==> config.mk <==
export PLATFORM = sky130hd
export DESIGN_NAME = systolic_result_collector
export DESIGN_NICKNAME = d
export VERILOG_FILES = /design/src/rtl/systolic_result_collector_pkg.sv /design/src/rtl/systolic_result_collector_row_mux.sv /design/src/rtl/systolic_result_collector.sv
export SDC_FILE = /design/constraint.sdc
export NUM_CORES = 2
export LEC_CHECK = 0
export CAP_MARGIN = 20
export CORE_AREA = 2 2 508 510
export CTS_CLUSTER_SIZE = 28
export DETAILED_ROUTE_END_ITERATION = 6
export DIE_AREA = 0 0 510 512
export PLACE_DENSITY = 0.35
export SYNTH_ARGS = -nofsm -noshare
export SYNTH_HDL_FRONTEND = slang
export SYNTH_SLANG_ARGS = --single-unit
==> constraint.sdc <==
create_clock -name clk -period 3.2 [get_ports clk]
set_clock_uncertainty 0.1 [all_clocks]
set_input_delay 0.32 -clock clk [delete_from_list [all_inputs] [get_ports clk]]
set_output_delay 0.32 -clock clk [all_outputs]
set_load 0.01 [all_outputs]
==> src/rtl/systolic_result_collector_pkg.sv <==
// rtl/systolic_result_collector_pkg.sv - shared types and width helpers for the systolic result collector
package systolic_result_collector_pkg;

   typedef enum logic [1:0] {
      ST_IDLE  = 2'd0,
      ST_WAIT  = 2'd1,
      ST_DRAIN = 2'd2,
      ST_DONE  = 2'd3
   } state_t;

   localparam int DEF_DATA_WIDTH = 32;
   localparam int DEF_MAX_DIM    = 4;

   function automatic int elem_width(input int dw);
      return 2 * dw;
   endfunction

   function automatic int row_width(input int dw, input int dim);
      return dim * 2 * dw;
   endfunction

   // Array fill, output skew and one result register.
   function automatic int settle_default(input int dim);
      return 3 * dim - 1;
   endfunction

endpackage

==> src/rtl/systolic_result_collector_row_mux.sv <==
// rtl/systolic_result_collector_row_mux.sv - selects one captured row of the result buffer
module result_row_mux
   import systolic_result_collector_pkg::*;
#(
   parameter int DATA_WIDTH = DEF_DATA_WIDTH,
   parameter int MAX_DIM    = DEF_MAX_DIM
)(
   input  logic [MAX_DIM*MAX_DIM*2*DATA_WIDTH-1:0] buf_data,
   input  logic [$clog2(MAX_DIM)-1:0]              row,
   output logic [MAX_DIM*2*DATA_WIDTH-1:0]         data
);

   localparam int ROW_W    = $clog2(MAX_DIM);
   localparam int ROW_BITS = row_width(DATA_WIDTH, MAX_DIM);

   always_comb begin
      data = '0;
      for (int i = 0; i < MAX_DIM; i++) begin
         if (row == ROW_W'(i)) data = buf_data[i*ROW_BITS +: ROW_BITS];
      end
   end

endmodule

==> src/rtl/systolic_result_collector.sv <==
// rtl/systolic_result_collector.sv - snapshots the systolic array result bus and drains it row by row
module systolic_result_collector
   import systolic_result_collector_pkg::*;
#(
   parameter int DATA_WIDTH = DEF_DATA_WIDTH,
   parameter int MAX_DIM    = DEF_MAX_DIM,
   parameter int SETTLE     = settle_default(MAX_DIM)
)(
   input  logic                                    clk,
   input  logic                                    reset,
   input  logic                                    start,
   input  logic [$clog2(MAX_DIM):0]                cfg_dim,
   input  logic [MAX_DIM*MAX_DIM*2*DATA_WIDTH-1:0] result,
   output logic [MAX_DIM*2*DATA_WIDTH-1:0]         out_data,
   output logic [$clog2(MAX_DIM)-1:0]              out_row,
   output logic                                    out_valid,
   output logic                                    out_last,
   input  logic                                    out_ready,
   output logic                                    busy,
   output logic                                    done,
   output logic                                    overrun
);

   localparam int ROW_W    = $clog2(MAX_DIM);
   localparam int DIM_W    = ROW_W + 1;
   localparam int ROW_BITS = row_width(DATA_WIDTH, MAX_DIM);
   localparam int CNT_W    = $clog2(SETTLE + 1);

   state_t                      state;
   logic [DIM_W-1:0]            dim_r;
   logic [CNT_W-1:0]            cnt;
   logic [MAX_DIM*ROW_BITS-1:0] buf_r;
   logic [ROW_BITS-1:0]         row_data;
   logic [ROW_W-1:0]            row_next;
   logic                        accept;

   assign accept   = out_valid & out_ready;
   assign row_next = out_row + ROW_W'(1);

   always_ff @(posedge clk) begin
      if (!reset) begin
         state     <= ST_IDLE;
         dim_r     <= '0;
         cnt       <= '0;
         buf_r     <= '0;
         out_row   <= '0;
         out_valid <= 1'b0;
         out_last  <= 1'b0;
         busy      <= 1'b0;
         done      <= 1'b0;
         overrun   <= 1'b0;
      end else begin
         done <= 1'b0;
         if (start && state != ST_IDLE) overrun <= 1'b1;
         case (state)
            ST_IDLE: begin
               if (start) begin
                  state   <= ST_WAIT;
                  busy    <= 1'b1;
                  overrun <= 1'b0;
                  cnt     <= CNT_W'(SETTLE - 1);
                  // Out-of-range sizes fall back to the full array so the row index stays bounded.
                  if (cfg_dim == '0 || cfg_dim > DIM_W'(MAX_DIM)) dim_r <= DIM_W'(MAX_DIM);
                  else                                          dim_r <= cfg_dim;
               end
            end
            ST_WAIT: begin
               if (cnt == '0) begin
                  buf_r     <= result;
                  state     <= ST_DRAIN;
                  out_valid <= 1'b1;
                  out_row   <= '0;
                  out_last  <= (dim_r == DIM_W'(1));
               end else begin
                  cnt <= cnt - CNT_W'(1);
               end
            end
            ST_DRAIN: begin
               if (accept) begin
                  if (out_last) begin
                     state     <= ST_DONE;
                     out_valid <= 1'b0;
                     out_last  <= 1'b0;
                     out_row   <= '0;
                     done      <= 1'b1;
                  end else begin
                     out_row  <= row_next;
                     out_last <= ({1'b0, row_next} == dim_r - DIM_W'(1));
                  end
               end
            end
            ST_DONE: begin
               state <= ST_IDLE;
               busy  <= 1'b0;
            end
            default: state <= ST_IDLE;
         endcase
      end
   end

   result_row_mux #(
      .DATA_WIDTH (DATA_WIDTH),
      .MAX_DIM    (MAX_DIM)
   ) u_row_mux (
      .buf_data (buf_r),
      .row      (out_row),
      .data     (row_data)
   );

   assign out_data = out_valid ? row_data : '0;

endmodule

### Word-level counts from Yosys, hierarchy flattened

Cells that the tools add are included.

* bits of input ports: 1031
* word-level logic and storage cells: 78
* output and inout bits: 263
* bits in registers: 1040

* muxes and demuxes: 32
* $add $sub $neg: 3
* equal/unequal tests: 13
* bitwise operators: 1
* reductions and logical operators: 18
* magnitude comparators: 1

Operators by type and width (count)
* 2-to-1 mux 256 bit: 5
* 2-to-1 mux 2 bit: 7
* 2-to-1 mux 1 bit: 11
* != test 2 bit, second input constant: 5
* AND reduction 3 bit: 3
* equality test 2 bit, second input constant: 4
* 2-to-1 mux 4 bit: 2
* case mux 2 bit (4 select lines): 1
* case mux 4 bit (2 select lines): 1
* AND reduction 4 bit: 2
* nonzero test 2 bit: 4
* case mux 1 bit (2 select lines): 3
* AND reduction 2 bit: 3
* equality test 2 x 1 -> 1 bit, second input constant: 2
* zero test 2 bit: 2
* zero test 4 bit: 1
* case mux 2 bit (2 select lines): 1
* subtractor 4 x 1 -> 4 bit, second input constant: 1
* equality test 2 x 3 -> 1 bit: 1
* equality test 3 x 1 -> 1 bit, second input constant: 1
* greater-than comparator 3 bit, second input constant: 1
* zero test 3 bit: 1
* 2-to-1 mux 3 bit: 1
* subtractor 3 x 1 -> 3 bit, second input constant: 1
* other kinds (4): 4

### Depth between registers and ports, before layout

* depth after elaboration: 6
* mapped depth: 9
* gate-level depth less buffers: 6

### Cells and area by module

A second synthesis with hierarchy kept.

* cells, all modules: 5148
* area total of the unflattened synthesis: 44051.0 µm²

Modules (own cells, without submodules)
* systolic_result_collector: sequential area each 20820.0 µm², times used 1, area each 37614.8 µm², cells an instance 4835
* result_row_mux: sequential area each 0.0 µm², times used 1, area each 6436.2 µm², cells an instance 313

### Worst setup path before layout

OpenSTA, ideal clock, no wires.

* path type: register -> output
* start point: register out_row[0]
* end point: output out_data[174]
* buffers on the path: 2
* cell stages (with the launch flop): 9
* path slack: 1013 ps
* data arrival time: 1767 ps
* data required time: 2780 ps
* cell sequence: dfxtp_1 inv_1 ha_1 clkbuf_1 clkbuf_1 nand3b_1 a21oi_1 a21oi_1 o21ai_0

* longest elaborated chain between the ends: 6
* elaborated cells between the ends (all ways): 9
* those cells by class: 3 x eq/ne; 5 x mux; 1 x reduce/logical

RTL lines
* start: declaration: RTL line systolic_result_collector.sv:15 `output logic [$clog2(MAX_DIM)-1:0] out_row,`
* start signal: assignment: RTL line systolic_result_collector.sv:87 `out_row <= row_next;`
* zero test 2 bit: RTL line systolic_result_collector_row_mux.sv:19 `if (row == ROW_W'(i)) data = buf_data[i*ROW_BITS +: ROW_BITS];`
* 2-to-1 mux 256 bit (3 in a row): RTL line systolic_result_collector_row_mux.sv:19
* 2-to-1 mux 256 bit (*): RTL line systolic_result_collector_row_mux.sv:19
* 2-to-1 mux 256 bit (*): RTL line systolic_result_collector.sv:110 `assign out_data = out_valid ? row_data : '0;`
* end: declaration: RTL line systolic_result_collector.sv:14 `output logic [MAX_DIM*2*DATA_WIDTH-1:0] out_data,`

Mark *: on every way between the ends. The rest lies on a longest branch, timed or not.

### Worst setup path after layout

* start point: register out_row[1]
* end point: output out_data[7]

The elaborated chain is that of the path after synthesis.

==> summary.txt <==
Global route
  – Total congestion overflow: 0
  – GRT Overall Usage: 0.205
  – Largest net degree at the start of global routing: 121
  – Global-route wire length before repair: 391000 µm
  – Vias in the first global route: 52903
  – Initial antenna violation count: 112

Timing
  – Tcrit/Tclk final: 1.02
  – Worst-Margin Slew: 745 ps
  – Min Tclk post-route: 3250 ps
  – F_max: 307 MHz
  – RSZ-0062 raised after global routing: true
  – Setup ws final: -52.9 ps
  – Slew Limit Fails: 0
  – Setup tns final: -134 ps
  – Relative slew slack: 0.503
  – Hold Vio Cnt, Final: 0
  – Final setup fails: 5

Run
  – Max-cap viol count: 0

Finish
  – Post-route core utilization: 0.312
  – Final-stage net count: 9314
  – Area Growth Syn to Fin: 69.0%
  – Share of layout cells above drive strength 1: 0.136

Pwr
  – P_sw: 17.4 mW
  – Internal: 31.2 mW
  – Lkg Pwr: 27.3 nW
  – Part of the power in registers: 0.348
  – Combinational share of power: 0.324
  – Clock power frac: 0.328
  – Peak VDD IR: 0.473 mV
  – Switching share of total power: 0.358
  – Pwr per Cell Area: 609 mW/mm²

Critical path
  – Worst path slowest cell: dfxtp_2
  – Critical Path RT: 2780 ps
  – Crit path cell chain: inv_4 > ha_4 > buf_6 > buf_6 > buf_16 > buf_4 > buf_12 > buf_6 > nand3b_1 > a21oi_2 > a21oi_2 > o21ai_1 > buf_2
  – Critical Path Source Type: flip-flop
  – CP Capture Type: output pin
  – Critical path peak fanout: 6
  – Arr. time, crit path: 2830 ps
  – Max incr delay on CP: 360 ps
  – Critical Path Start: out_row[1]
  – Top cell by count, worst path: buf_6
  – Worst r2r src: cnt[0]
  – CP Class: reg -> out

Route
  – Post-route ant nets: 0
  – DR vias: 51812
  – Routed wire length: 282000 µm
  – Starting DRT DRC Count: 2919
  – First-pass detailed-route iteration total: 5
  – Via density: 4.39
  – Routed len/inst: 23.9 µm
  – DR DRC count: 0

Yosys
  – Synth area leader: dfxtp_1
  – Seq cells post-synth: 1040
  – Share of the synthesized area in the top cell type: 0.440
  – Post-synth top cells: nand2_1, dfxtp_1, a21boi_0, a21oi_1, clkbuf_1
  – Synth async-reset ratio: 0
  – Most numerous cell in the Yosys netlist: nand2_1
  – Syn nets: 7359
  – Distinct cell type count after synthesis: 39
  – Number of synthesized flops with an enable pin: 0
  – Synthesis Warnings: 0
  – Register area share after synthesis: 0.440
  – Synth area leaders: dfxtp_1, nand2_1, a21boi_0, a21oi_1, nand3b_1
  – Mapped Avg Cell Area: 7.49 µm²
  – Cell count after synthesis: 6315
  – Predominant post-synthesis flop cell: dfxtp_1
  – Mapped Area: 0.0473 mm²

Floorplan
  – Chip Width: 510 µm
  – CORE AREA: 0.256 mm²
  – Io pins: 1294
  – Cell Rows: 186
  – Die Area: 0.261 mm²
  – Starting density of the core: 0.185
  – Die Ht: 512 µm

Placed design
  – Input/output buffers: 1293
  – Dpl hpwl: 193000 µm
  – Routability congestion estimate: 0.835

CTS
  – Clk sinks: 1040
  – Cts bufs inserted: 141
  – Worst-path clk slew: 50 ps
  – Max clock buf depth: 3
  – Clk Tree Root Cell: clkbuf_16
  – Clk_lat worst skew: 760 ps
  – CTS tree: built
  – Htree depth: 4

Min path
  – HP Start: result[589]
  – Hold Path Class: in -> reg

Outcome
  – Failing checks: setup timing
  – Outcome: finished, violations left
==> layer usage <==
layer,up-vias,part of all wire,track usage
met1,25015,0.44,0.260
met3,357,0.056,0.0442
met5,-,0.0014,0
met2,1367,0.48,0.352
met4,62,0.022,0.0483
li1,25011,-,-
==> layout by cell type, fill, tap and decap left out, drive strengths merged, types with 2 or more instances in the layout <==
cell / n
clkbuf: 280
inv: 16
dlygate4sd2: 2
clkdlybuf4s15: 12
a22oi: 2
a31oi: 2
dlygate4sd3: 692
dfxtp: 1040
nor2: 10
bufinv: 2
xor2: 2
nor3: 2
xnor2: 3
nand2b: 5
mux2i: 2
o21ai: 261
a21boi: 1025
ha: 13
nand3b: 256
nand3: 262
buf: 567
clkdlybuf4s50: 1036
nand2: 2309
diode: 62
nor3b: 4
dlymetal6s2s: 2
clkinv: 19
bufbuf: 7
clkinvlp: 2
nor2b: 6
a21oi: 516
==> cell type report <==
type                    instances  area (µm²)
clock buffers                 213        4250
fillers                     27715      176000
well taps                    3384        4230
flip-flops and latches       1040       20800
repair buffers               2385       24900
diodes                         62         155
clock inverters                29         333
multi-input cells            4692       25100
inverters                      10        42.5
==> through the flow <==
step | cell area [µm²] | cells | hold WS (ps) | total power, mW | worst slack [ps]
global route | 79800 | 11790 | 10.7 | 51.5 | -217
floorplan | 47300 | 6315 | 310 | 24.1 | 1010
global placement | 65000 | 10650 | 350 | 30.8 | 75.3
finish | 79900 | 11815 | 62.3 | 48.7 | -52.9
detailed placement | 65000 | 10650 | 356 | 30.9 | 103
CTS | 79000 | 11708 | 0.00433 | 49.2 | -431
==> worst max-delay path, delay by kind of cell (launching register included) <==
kind	cells	cell delay (ps)
buffers and inverters	8	930
AO/OA/AOI/OAI	3	410
flip-flops	1	360
adder cells (fa/ha/maj)	1	180
AND/OR/NAND/NOR	1	170
==> registers in the layout, summed over array words and instances (netlist names), named ones only <==
register and count:
busy 1, buf_r 1024, out_row 2, out_valid 1, done 1, out_last 1, dim_r 3, state 2
cnt 4
==> cells by family (layout without fill, tap and decap cells) <==
| kind of cell | after synthesis | in the layout | share of synthesized area |
|---|---|---|---|
| fa+ha+maj | 13 | 13 | 0.00344 |
| mux | 2 | 2 | 0.000423 |
| other cells | 0 | 62 | 0 |
| buf+inv | 583 | 2637 | 0.0514 |
| xor+xnor | 5 | 5 | 0.000926 |
| compound gates | 1810 | 1810 | 0.247 |
| simple gates | 2862 | 2862 | 0.257 |
| flops | 1040 | 1040 | 0.440 |
==> repair_timing <==
item / 4_1_cts / 5_1_grt
pin swaps: 53 / 145
setup endpoints to repair: 256 / 225
endpoints found under the hold margin: 696 / 0
buffers inserted: 89 / 42
gates resized for setup: 1163 / 553
gates cloned: 39 / 17
hold buffers: 692 / 0
==> path summary, 6_finish.rpt <==
check	endpoint	slack [ps]	cells after the start
max	out_data[7]	-50	13
min	buf_r[589]	60	3
max reg2reg	buf_r[818]	440	9
min reg2reg	buf_r[698]	360	2
==> power by group through the flow <==
stage / clock network (mW) / logic (mW) / registers (mW)
finish: 16.0 / 15.8 / 16.9
global route: 16.9 / 17.3 / 17.3
CTS: 16.5 / 15.7 / 17.0
floorplan: 0 / 7.50 / 16.6
global placement: 0 / 13.6 / 17.2
detailed placement: 0 / 13.7 / 17.2
(Power assumes the default switching activity.)
